==> config.mk <==
export PLATFORM = sky130hd
export DESIGN_NAME = mac_rr_scheduler_flat
export DESIGN_NICKNAME = d
export VERILOG_FILES = /design/src/rtl/mac_rr_scheduler_if.sv /design/src/rtl/mac_rr_scheduler.sv /design/src/flat_wrapper.sv
export SDC_FILE = /design/constraint.sdc
export NUM_CORES = 1
export LEC_CHECK = 0
export BUFFER_PORTS_ARGS = -buffer_cell sky130_fd_sc_hd__buf_2
export CAP_MARGIN = 20
export CORE_AREA = 2 2 106 108
export DETAILED_ROUTE_END_ITERATION = 16
export DIE_AREA = 0 0 108 110
export MAX_ROUTING_LAYER = met4
export PLACE_DENSITY_LB_ADDON = 0.08
export RECOVER_POWER = 50
export SLEW_MARGIN = 25
export SYNTH_ARGS = -nofsm -noshare
export SYNTH_HDL_FRONTEND = slang
export SYNTH_SLANG_ARGS = --single-unit
==> constraint.sdc <==
create_clock -name clk -period 8.5 [get_ports clk]
set_input_delay 1.275 -clock clk [delete_from_list [all_inputs] [get_ports clk]]
set_output_delay 1.275 -clock clk [all_outputs]
set_load 0.01 [all_outputs]
==> src/rtl/mac_rr_scheduler_if.sv <==
// Handshake bundle between the operand feeders / result collector and the
// round-robin MAC scheduler.
interface mac_rr_scheduler_if #(
    parameter int NUM_REQ = 2,
    parameter int ID_W    = 1,
    parameter int DATA_W  = 8,
    parameter int ACC_W   = 16
);

    logic [NUM_REQ-1:0]        req_valid;
    logic [NUM_REQ-1:0]        req_ready;
    logic [NUM_REQ*DATA_W-1:0] req_a;
    logic [NUM_REQ*DATA_W-1:0] req_b;
    logic [NUM_REQ-1:0]        req_last;
    logic                      res_valid;
    logic                      res_ready;
    logic [ACC_W-1:0]          res_y;
    logic [ID_W-1:0]           res_id;
    logic                      res_overflow;
    logic                      busy;

    modport master (
        output req_valid, req_a, req_b, req_last, res_ready,
        input  req_ready, res_valid, res_y, res_id, res_overflow, busy
    );

    modport slave (
        input  req_valid, req_a, req_b, req_last, res_ready,
        output req_ready, res_valid, res_y, res_id, res_overflow, busy
    );

endinterface

==> src/rtl/mac_rr_scheduler.sv <==
// Round-robin scheduler sharing one signed multiply/accumulate datapath
// between NUM_REQ burst requesters; returns the dot product tagged by id.
module mac_rr_scheduler #(
    parameter int NUM_REQ = 2,
    parameter int ID_W    = 1,
    parameter int DATA_W  = 8,
    parameter int ACC_W   = 16
) (
    input  logic              clk,
    input  logic              reset,
    mac_rr_scheduler_if.slave bus
);

    typedef enum logic [1:0] {IDLE, BURST, FINAL, RESULT} state_t;

    state_t                   state_q, state_d;
    logic [ID_W-1:0]          grant_q, grant_d;
    logic [ID_W-1:0]          ptr_q, ptr_d;
    logic signed [DATA_W-1:0] a_q, a_d;
    logic signed [DATA_W-1:0] b_q, b_d;
    logic                     pend_q, pend_d;
    logic signed [ACC_W-1:0]  acc_q, acc_d;
    logic                     ovf_q, ovf_d;
    logic [NUM_REQ-1:0]       ready_q, ready_d;
    logic                     res_valid_q, res_valid_d;
    logic                     busy_q, busy_d;

    logic                     found;
    logic [ID_W-1:0]          win;
    logic [NUM_REQ-1:0]       win_onehot;
    logic                     beat_fire;
    logic                     beat_last;
    logic signed [DATA_W-1:0] sel_a;
    logic signed [DATA_W-1:0] sel_b;
    logic signed [ACC_W-1:0]  prod;
    logic signed [ACC_W-1:0]  sum;
    logic                     add_ovf;

    // Two passes give the rotating priority: indices above the pointer first,
    // then wrap around to the ones at or below it.
    always_comb begin
        found      = 1'b0;
        win        = '0;
        win_onehot = '0;
        for (int i = 0; i < NUM_REQ; i++) begin
            if (!found && bus.req_valid[i] && (ID_W'(i) > ptr_q)) begin
                found = 1'b1;
                win   = ID_W'(i);
            end
        end
        for (int i = 0; i < NUM_REQ; i++) begin
            if (!found && bus.req_valid[i] && (ID_W'(i) <= ptr_q)) begin
                found = 1'b1;
                win   = ID_W'(i);
            end
        end
        for (int i = 0; i < NUM_REQ; i++) begin
            win_onehot[i] = (win == ID_W'(i));
        end
    end

    // ready_q is one-hot on the granted requester (or zero), so it doubles
    // as the operand select and the handshake qualifier.
    always_comb begin
        sel_a     = '0;
        sel_b     = '0;
        beat_fire = |(bus.req_valid & ready_q);
        beat_last = |(bus.req_valid & ready_q & bus.req_last);
        for (int i = 0; i < NUM_REQ; i++) begin
            if (ready_q[i]) begin
                sel_a = bus.req_a[i*DATA_W +: DATA_W];
                sel_b = bus.req_b[i*DATA_W +: DATA_W];
            end
        end
    end

    assign prod    = ACC_W'(a_q) * ACC_W'(b_q);
    assign sum     = acc_q + prod;
    assign add_ovf = (acc_q[ACC_W-1] == prod[ACC_W-1]) && (sum[ACC_W-1] != acc_q[ACC_W-1]);

    always_comb begin
        state_d     = state_q;
        grant_d     = grant_q;
        ptr_d       = ptr_q;
        a_d         = a_q;
        b_d         = b_q;
        pend_d      = 1'b0;
        acc_d       = acc_q;
        ovf_d       = ovf_q;
        ready_d     = ready_q;
        res_valid_d = res_valid_q;
        busy_d      = busy_q;

        // Second pipeline stage: the beat captured last cycle is accumulated now.
        if (pend_q) begin
            acc_d = sum;
            if (add_ovf) begin
                ovf_d = 1'b1;
            end
        end

        case (state_q)
            IDLE: begin
                if (found) begin
                    grant_d = win;
                    ptr_d   = win;
                    acc_d   = '0;
                    ovf_d   = 1'b0;
                    ready_d = win_onehot;
                    busy_d  = 1'b1;
                    state_d = BURST;
                end
            end
            BURST: begin
                if (beat_fire) begin
                    a_d    = sel_a;
                    b_d    = sel_b;
                    pend_d = 1'b1;
                    if (beat_last) begin
                        ready_d = '0;
                        state_d = FINAL;
                    end
                end
            end
            FINAL: begin
                res_valid_d = 1'b1;
                state_d     = RESULT;
            end
            RESULT: begin
                if (bus.res_ready) begin
                    res_valid_d = 1'b0;
                    busy_d      = 1'b0;
                    state_d     = IDLE;
                end
            end
            default: begin
                state_d = IDLE;
            end
        endcase
    end

    always_ff @(posedge clk) begin
        if (reset) begin
            state_q     <= IDLE;
            grant_q     <= '0;
            ptr_q       <= ID_W'(NUM_REQ - 1);
            a_q         <= '0;
            b_q         <= '0;
            pend_q      <= 1'b0;
            acc_q       <= '0;
            ovf_q       <= 1'b0;
            ready_q     <= '0;
            res_valid_q <= 1'b0;
            busy_q      <= 1'b0;
        end else begin
            state_q     <= state_d;
            grant_q     <= grant_d;
            ptr_q       <= ptr_d;
            a_q         <= a_d;
            b_q         <= b_d;
            pend_q      <= pend_d;
            acc_q       <= acc_d;
            ovf_q       <= ovf_d;
            ready_q     <= ready_d;
            res_valid_q <= res_valid_d;
            busy_q      <= busy_d;
        end
    end

    assign bus.req_ready    = ready_q;
    assign bus.res_valid    = res_valid_q;
    assign bus.res_y        = acc_q;
    assign bus.res_id       = grant_q;
    assign bus.res_overflow = ovf_q;
    assign bus.busy         = busy_q;

endmodule

==> src/flat_wrapper.sv <==
// flat-port wrapper written by rule: the top's interface ports become plain ports
module mac_rr_scheduler_flat 
#(
    parameter int NUM_REQ = 2,
    parameter int ID_W    = 1,
    parameter int DATA_W  = 8,
    parameter int ACC_W   = 16
)
  (clk, reset, bus_req_valid, bus_req_a, bus_req_b, bus_req_last, bus_res_ready, bus_req_ready, bus_res_valid, bus_res_y, bus_res_id, bus_res_overflow, bus_busy);
  mac_rr_scheduler_if #(.NUM_REQ(NUM_REQ), .ID_W(ID_W), .DATA_W(DATA_W), .ACC_W(ACC_W)) bus_i ();
  input  logic clk;
  input  logic reset;
  input wire logic [$bits(bus_i.req_valid)-1:0] bus_req_valid;
  input wire logic [$bits(bus_i.req_a)-1:0] bus_req_a;
  input wire logic [$bits(bus_i.req_b)-1:0] bus_req_b;
  input wire logic [$bits(bus_i.req_last)-1:0] bus_req_last;
  input wire logic [$bits(bus_i.res_ready)-1:0] bus_res_ready;
  output wire logic [$bits(bus_i.req_ready)-1:0] bus_req_ready;
  output wire logic [$bits(bus_i.res_valid)-1:0] bus_res_valid;
  output wire logic [$bits(bus_i.res_y)-1:0] bus_res_y;
  output wire logic [$bits(bus_i.res_id)-1:0] bus_res_id;
  output wire logic [$bits(bus_i.res_overflow)-1:0] bus_res_overflow;
  output wire logic [$bits(bus_i.busy)-1:0] bus_busy;
  assign bus_i.req_valid = bus_req_valid;
  assign bus_i.req_a = bus_req_a;
  assign bus_i.req_b = bus_req_b;
  assign bus_i.req_last = bus_req_last;
  assign bus_i.res_ready = bus_res_ready;
  assign bus_req_ready = bus_i.req_ready;
  assign bus_res_valid = bus_i.res_valid;
  assign bus_res_y = bus_i.res_y;
  assign bus_res_id = bus_i.res_id;
  assign bus_res_overflow = bus_i.res_overflow;
  assign bus_busy = bus_i.busy;
  mac_rr_scheduler #(.NUM_REQ(NUM_REQ), .ID_W(ID_W), .DATA_W(DATA_W), .ACC_W(ACC_W)) u_core (.clk(clk), .reset(reset), .bus(bus_i));
endmodule
==> results of run 1 <==
## metrics by stage
step,util [%],total power [uW],hold slack (ns),worst slack (ns)
after floorplan,-,464,0.469,3.17
after global placement,50.1,527,0.430,3.04
after detailed placement,50.1,533,0.444,2.89
after CTS,51.0,680,0.457,2.84
after global routing,50.7,729,0.480,2.43
final,50.7,669,0.454,2.91
## cells by family after synthesis
kind of cell,synth area share (%)
AND/OR/NAND/NOR,18.0
AO/OA/AOI/OAI,15.0
XOR/XNOR,3.87
multiplexers,2.21
buffers and inverters,9.37
flip-flops,16.9
adder cells (fa/ha/maj),34.6
## placed cells by master (no fill, tap or decap), types with 3 or more instances in the layout
cell       n
nor2b_1    5
or3_1      4
xnor2_1   20
a21oi_1   22
a211oi_1  19
mux2i_1   11
inv_1     94
fa_1      56
clkbuf_1  23
dfxtp_1   42
o21ai_0   10
nand4_1    3
o21ai_1    5
nor2_1    44
o21a_1     3
clkbuf_8   5
ha_1      48
o21ai_2    4
nand2b_1   7
and2_1    43
buf_2     37
nand3_1    8
a22oi_1   20
nor3_1     8
nand3b_1   7
nand2_1   29
inv_6      3
o21bai_1   6
## sequential cells by signal, summed over array words and instances (netlist names), 2 cells and up
register and count:
u_core.bus.req_ready 2, u_core.a_q 8, u_core.bus.res_y 16, u_core.state_q 2, u_core.b_q 8
## Yosys cell counts (all sizes together) (8+ instances only)
master and number:
a211oi 21, a21oi 23, a22oi 20, and2 43, clkbuf 16, dfxtp 42
fa 56, ha 48, inv 94, mux2i 11, nand2 30, nand3 8
nor2 44, nor3 8, o21ai 19, xnor2 20
## final timing paths
check / cells after the start / end
hold / removal: 2 / u_core.bus.res_overflow
setup reg to reg: 22 / u_core.bus.res_y[15]
hold reg to reg: 2 / u_core.bus.res_overflow
setup / recovery: 22 / u_core.bus.res_y[15]
## layer usage
| layer | wire [microns] | part of all wire [%] |
|---|---|---|
| met1 | 4760 | 50 |
| met2 | 4480 | 47 |
| met3 | 307 | 3.2 |
| met4 | 67 | 0.70 |
| met5 | 0 | 0 |
## power by group through the flow
stage | Clock (uW) | Sequential [uW] | Combinational (uW)
2_1_floorplan | 0 | 249 | 216
3_5_place_dp | 0 | 264 | 270
6_report | 144 | 260 | 266
4_1_cts | 150 | 259 | 271
5_1_grt | 158 | 265 | 306
3_3_place_gp | 0 | 262 | 265
## area by class of cell
class | count | area (sq um) | share of cell area (%)
flip-flops and latches | 42 | 841 | 15.5
repair buffers | 62 | 287 | 5.28
inverters | 94 | 353 | 6.51
clock buffers | 5 | 68.8 | 1.27
clock inverters | 3 | 26.3 | 0.484
multi-input cells | 416 | 3670 | 67.7
well taps | 140 | 175 | 3.23
## tightest hold or removal path, stage by stage (launching register included)
cell	delay, ns
dfxtp_1	0.32
nand2_1	0.05
o21ai_1	0.05
==> results.yml, run 1 <==
setup_path:
  critPathArrivalTime_ns: 5.84
  cp_max_fo: 9
  crit_path_max_incr_delay_ns: 0.51
  reg2reg_setup_slack_ns: 2.91
  endpoint_kind: "flop"
  cp_common_cell: "ha_1"
  critPathBufInv: 2
  critPathSlowestCell: "dfxtp_1"
  critPathKind: "reg2reg"
  required_ns: 8.75
  critPathLaunch: "u_core.a_q[4]"
  path_delay_family: "adder cells"
  start_kind: "flop"
  path_cells: "and2_1 > ha_1 > fa_1 > ha_1 > inv_1 > fa_1 > inv_1 > ha_1 > fa_1 > a21o_1 > a21oi_1 > o21bai_1 > a21oi_1 > o21ai_1 > xor2_1 > ha_1 > o21ai_0 > or3_1 > o21a_1 > nand2b_1 > mux2i_1 > mux2i_1"
  regToRegStartpoint: "u_core.a_q[4]"
timing:
  hold_viol: 0
  fmax_mhz: 179
  period_needed_ns: 5.59
  skew_ns: 0.00742
  finalSetupTns_ns: 0
  setup_violations: 0
  relSlewSlack_pct: -18.1
  period_share_pct: 65.8
  tightestPinTransition_ns: 1.76
  rsz0062_at_grt: "no"
  final_max_slew_viol_count: 33
routing:
  drtIter0Drc: 121
  drt-total-wl_mm: 9.61
  first_pass_iters: 4
  avgRoutedWirePerCell_microns: 12.6
  drc: 0
  final_antenna_net_count: 0
  via_per_inst: 5.06
  vias: 3855
finish:
  drive_above_1_share_pct: 9.65
  nets: 764
  design_area_sq_um: 5420
  syn2layout_area_growth_pct: 8.95
  n_antenna_cell: 0
  final_cells: 762
  n_fill_cell: 1067
synthesis:
  syn_nets: 714
  synth_top_cell_by_area: "fa_1"
  ys_types: 50
  synth_edf_count: 0
  async_flop_share_pct: 0
  synth_top_area_share_pct: 22.5
  ys_seq_elements: 42
  ys_seq_area_share_pct: 16.9
  yosys_warnings: 0
  synth_area_leaders: "fa_1, dfxtp_1, ha_1"
  synth_area_sq_um: 4980
  synth-main-ff-cell: "dfxtp_1"
  syn_inst: 571
  syn_avg_cell_area_sq_um: 8.72
grt:
  grt-busiest-layer: "met2"
  grtUsageMet1_pct: 23.3
  met2_usage_pct: 30.7
  grt_pass1_wl_mm: 16.8
  antenna_found_initial: 0
  grt_pass1_vias: 3738
  grt_use_met3_pct: 2.65
  grt_max_degree: 34
  gr-total-overflow: 0
  grtUsageTotal_pct: 18.1
power:
  vdd_drop_max_v: 0.000152
  p_int_uw: 391
  power_frac_clock_pct: 21.5
  p_comb_share_pct: 39.7
  p_switching_uw: 278
  total_leakage_power_uw: 0.00249
  p_sw_share_pct: 41.5
  seq_power_share_pct: 38.8
  p_per_area_nw_per_um2: 123
clock_network:
  root_buffer: "clkbuf_8"
  cts_sinks: 42
  cts.htree.levels: 2
  hold_buffers: 0
  cts_buffers: 5
  insertion_delay_ns: 0.31
  cts_tree: "yes"
  cts_resized: 0
  postCtsSetupBuffers: 0
  clock_path_buffers: 2
  clk_pin_slew_ns: 0.09
floorplanning:
  dieWidth_microns: 108
  io_pins: 61
  start_util_pct: 46.5
  die_area_sq_um: 11900
  core_sq_um: 10700
  row_count: 38
  die_height_microns: 110
placed_design:
  place_congestion: 0.839
  dp_hpwl_mm: 8.07
  placed_area_sq_um: 5360
  io_buffers: 60
  dp.cells: 754
hold_path:
  hold_path_startpoint: "u_core.bus.res_overflow"
  hold_class: "reg2reg"
run_status:
  status: "finished with violations"
  violations: "max-capacitance violations, max-slew violations"
flow_run:
  maxCapViolCount: 1
(Power assumes the default switching activity.)
==> run 2, diff against run 1 <==
clock period = 4.88 ns   (was 8.5 ns; I/O delays follow)
==> run 2 against run 1 <==
The flow finishes with violations (negative setup slack). Setup slack worse by 3.2 ns. Total power grew 90%. Clock-buffer cell count is the same. Hold slack got worse by 0.0080 ns. Global-route usage is 1.3 points higher. Die area is the same. Routed wire length up 7.6%. Non-clock buffer count up 64. Final cell count increased by 8.4%. Clock skew grew 0.0035 ns. Critical endpoint unchanged.
==> results.yml, run 2 (same netlist as run 1, synthesis figures left out) <==
timing:
  hold_viol: 0
  tightestPinTransition_ns: 0.670
  final_max_slew_viol_count: 0
  rsz0062_at_grt: "yes"
  skew_ns: 0.0109
  period_needed_ns: 5.17
  fmax_mhz: 193
  period_share_pct: 106
  layout_setup_ws_ns: -0.290
  relSlewSlack_pct: 55.2
  setup_violations: 5
grt:
  grt_pass1_wl_mm: 18.3
  grt_max_degree: 34
  gr-total-overflow: 0
  antenna_found_initial: 0
  grtUsageTotal_pct: 19.5
  grt_pass1_vias: 4166
routing:
  vias: 4076
  via_per_inst: 4.93
  drc: 0
  final_antenna_net_count: 0
  avgRoutedWirePerCell_microns: 12.5
  drt-total-wl_mm: 10.3
  drtIter0Drc: 101
  first_pass_iters: 4
finish:
  drive_above_1_share_pct: 24.5
  layout_common_cells: "inv_1, buf_4, fa_1"
  largest_reg_flops: 16
  design_area_sq_um: 6100
  n_antenna_cell: 0
  nets: 828
  layout_commonest_cell: "inv_1"
  syn2layout_area_growth_pct: 22.5
  n_fill_cell: 1037
  utilization_pct: 57.0
clock_network:
  clock_path_buffers: 2
  cts_sinks: 42
  cts_buffers: 5
  root_buffer: "clkbuf_8"
  clk_pin_slew_ns: 0.09
  hold_buffers: 0
  insertion_delay_ns: 0.31
  cts.htree.levels: 2
  cts_tree: "yes"
setup_path:
  cp_max_fo: 7
  endpoint_kind: "flop"
  start_kind: "flop"
  critPathKind: "reg2reg"
  critPathArrivalTime_ns: 5.42
  required_ns: 5.13
floorplanning:
  die_area_sq_um: 11900
  die_height_microns: 110
  core_sq_um: 10700
  io_pins: 61
  row_count: 38
  dieWidth_microns: 108
  start_util_pct: 46.5
placed_design:
  place_congestion: 0.822
  placed_area_sq_um: 5860
  dp_hpwl_mm: 8.78
  post-place-ws_ns: -0.436
  io_buffers: 60
hold_path:
  hold_class: "reg2reg"
power:
  total_leakage_power_uw: 0.00284
  power_uw: 1270
  p_per_area_nw_per_um2: 208
  vdd_drop_max_v: 0.000238
run_status:
  violations: "negative setup slack"
  status: "finished with violations"
flow_run:
  maxCapViolCount: 0
run 2: cell types whose count changed in the layout (fill, tap and decap cells not counted), sizes merged:
cell    delta
buf       +65
clkbuf     -1
clkinv     +1
inv        -1
run 2: layer usage:
metal	track usage [%]	vias up	routed length, microns
met2	34.6	55	5100
li1	-	2121	-
met4	3.94	0	127
met5	-	-	0
met3	2.76	10	271
met1	23.8	1890	4840
run 2: critical path, stage by stage (launching register included):
cell,delay (ns)
dfxtp_4,0.38
and2_4,0.16
fa_1,0.50
inv_1,0.05
fa_1,0.51
inv_2,0.04
fa_1,0.52
inv_1,0.05
fa_1,0.48
inv_2,0.04
ha_4,0.24
a21oi_4,0.14
buf_4,0.12
o211ai_1,0.10
nand2_1,0.12
nand2_1,0.08
xnor2_1,0.20
ha_1,0.28
and2_1,0.18
o21a_1,0.16
nor3_1,0.16
o21a_1,0.18
nand2_1,0.06
mux2i_1,0.17
mux2i_1,0.19
run 2: through the flow:
| step | hold slack [ns] | setup TNS [ns] | instances |
|---|---|---|---|
| after floorplan | 0.469 | -0.294 | 571 |
| after global placement | 0.431 | -0.858 | 815 |
| after detailed placement | 0.438 | -1.35 | 815 |
| after CTS | 0.455 | -1.03 | 825 |
| after global routing | 0.468 | -2.84 | 826 |
| final | 0.446 | -0.921 | 826 |
run 2: where the power goes:
group	internal [uW]	switching [uW]	total (uW)	leakage, uW
clock network	107	148	255	0.0000506
registers	389	60.6	450	0.000350
logic	259	305	565	0.00244
total	756	514	1270	0.00284
run 2: final cells by class:
cell class / instances / area, sq um / area share [%]
tap: 140 / 175 / 2.87
multi-input combinational: 416 / 3810 / 62.5
inverter: 94 / 353 / 5.79
clock inverter: 3 / 28.8 / 0.472
timing repair buffer: 126 / 781 / 12.8
clock buffer: 5 / 68.8 / 1.13
sequential: 42 / 878 / 14.4
run 2: what timing repair did:
action	in CTS	in global routing
resized for setup	24	21
setup endpoints to repair	6	8
pin swaps	12	8
buffers inserted	2	1
run 2: final timing paths:
path                           startpoint  cells past startpoint  slack (ns)                      end
setup / recovery            u_core.b_q[1]                     24       -0.29     u_core.bus.res_y[15]
hold / removal    u_core.bus.res_overflow                      2        0.45  u_core.bus.res_overflow
setup reg to reg            u_core.b_q[1]                     24       -0.29     u_core.bus.res_y[15]
hold reg to reg   u_core.bus.res_overflow                      2        0.45  u_core.bus.res_overflow
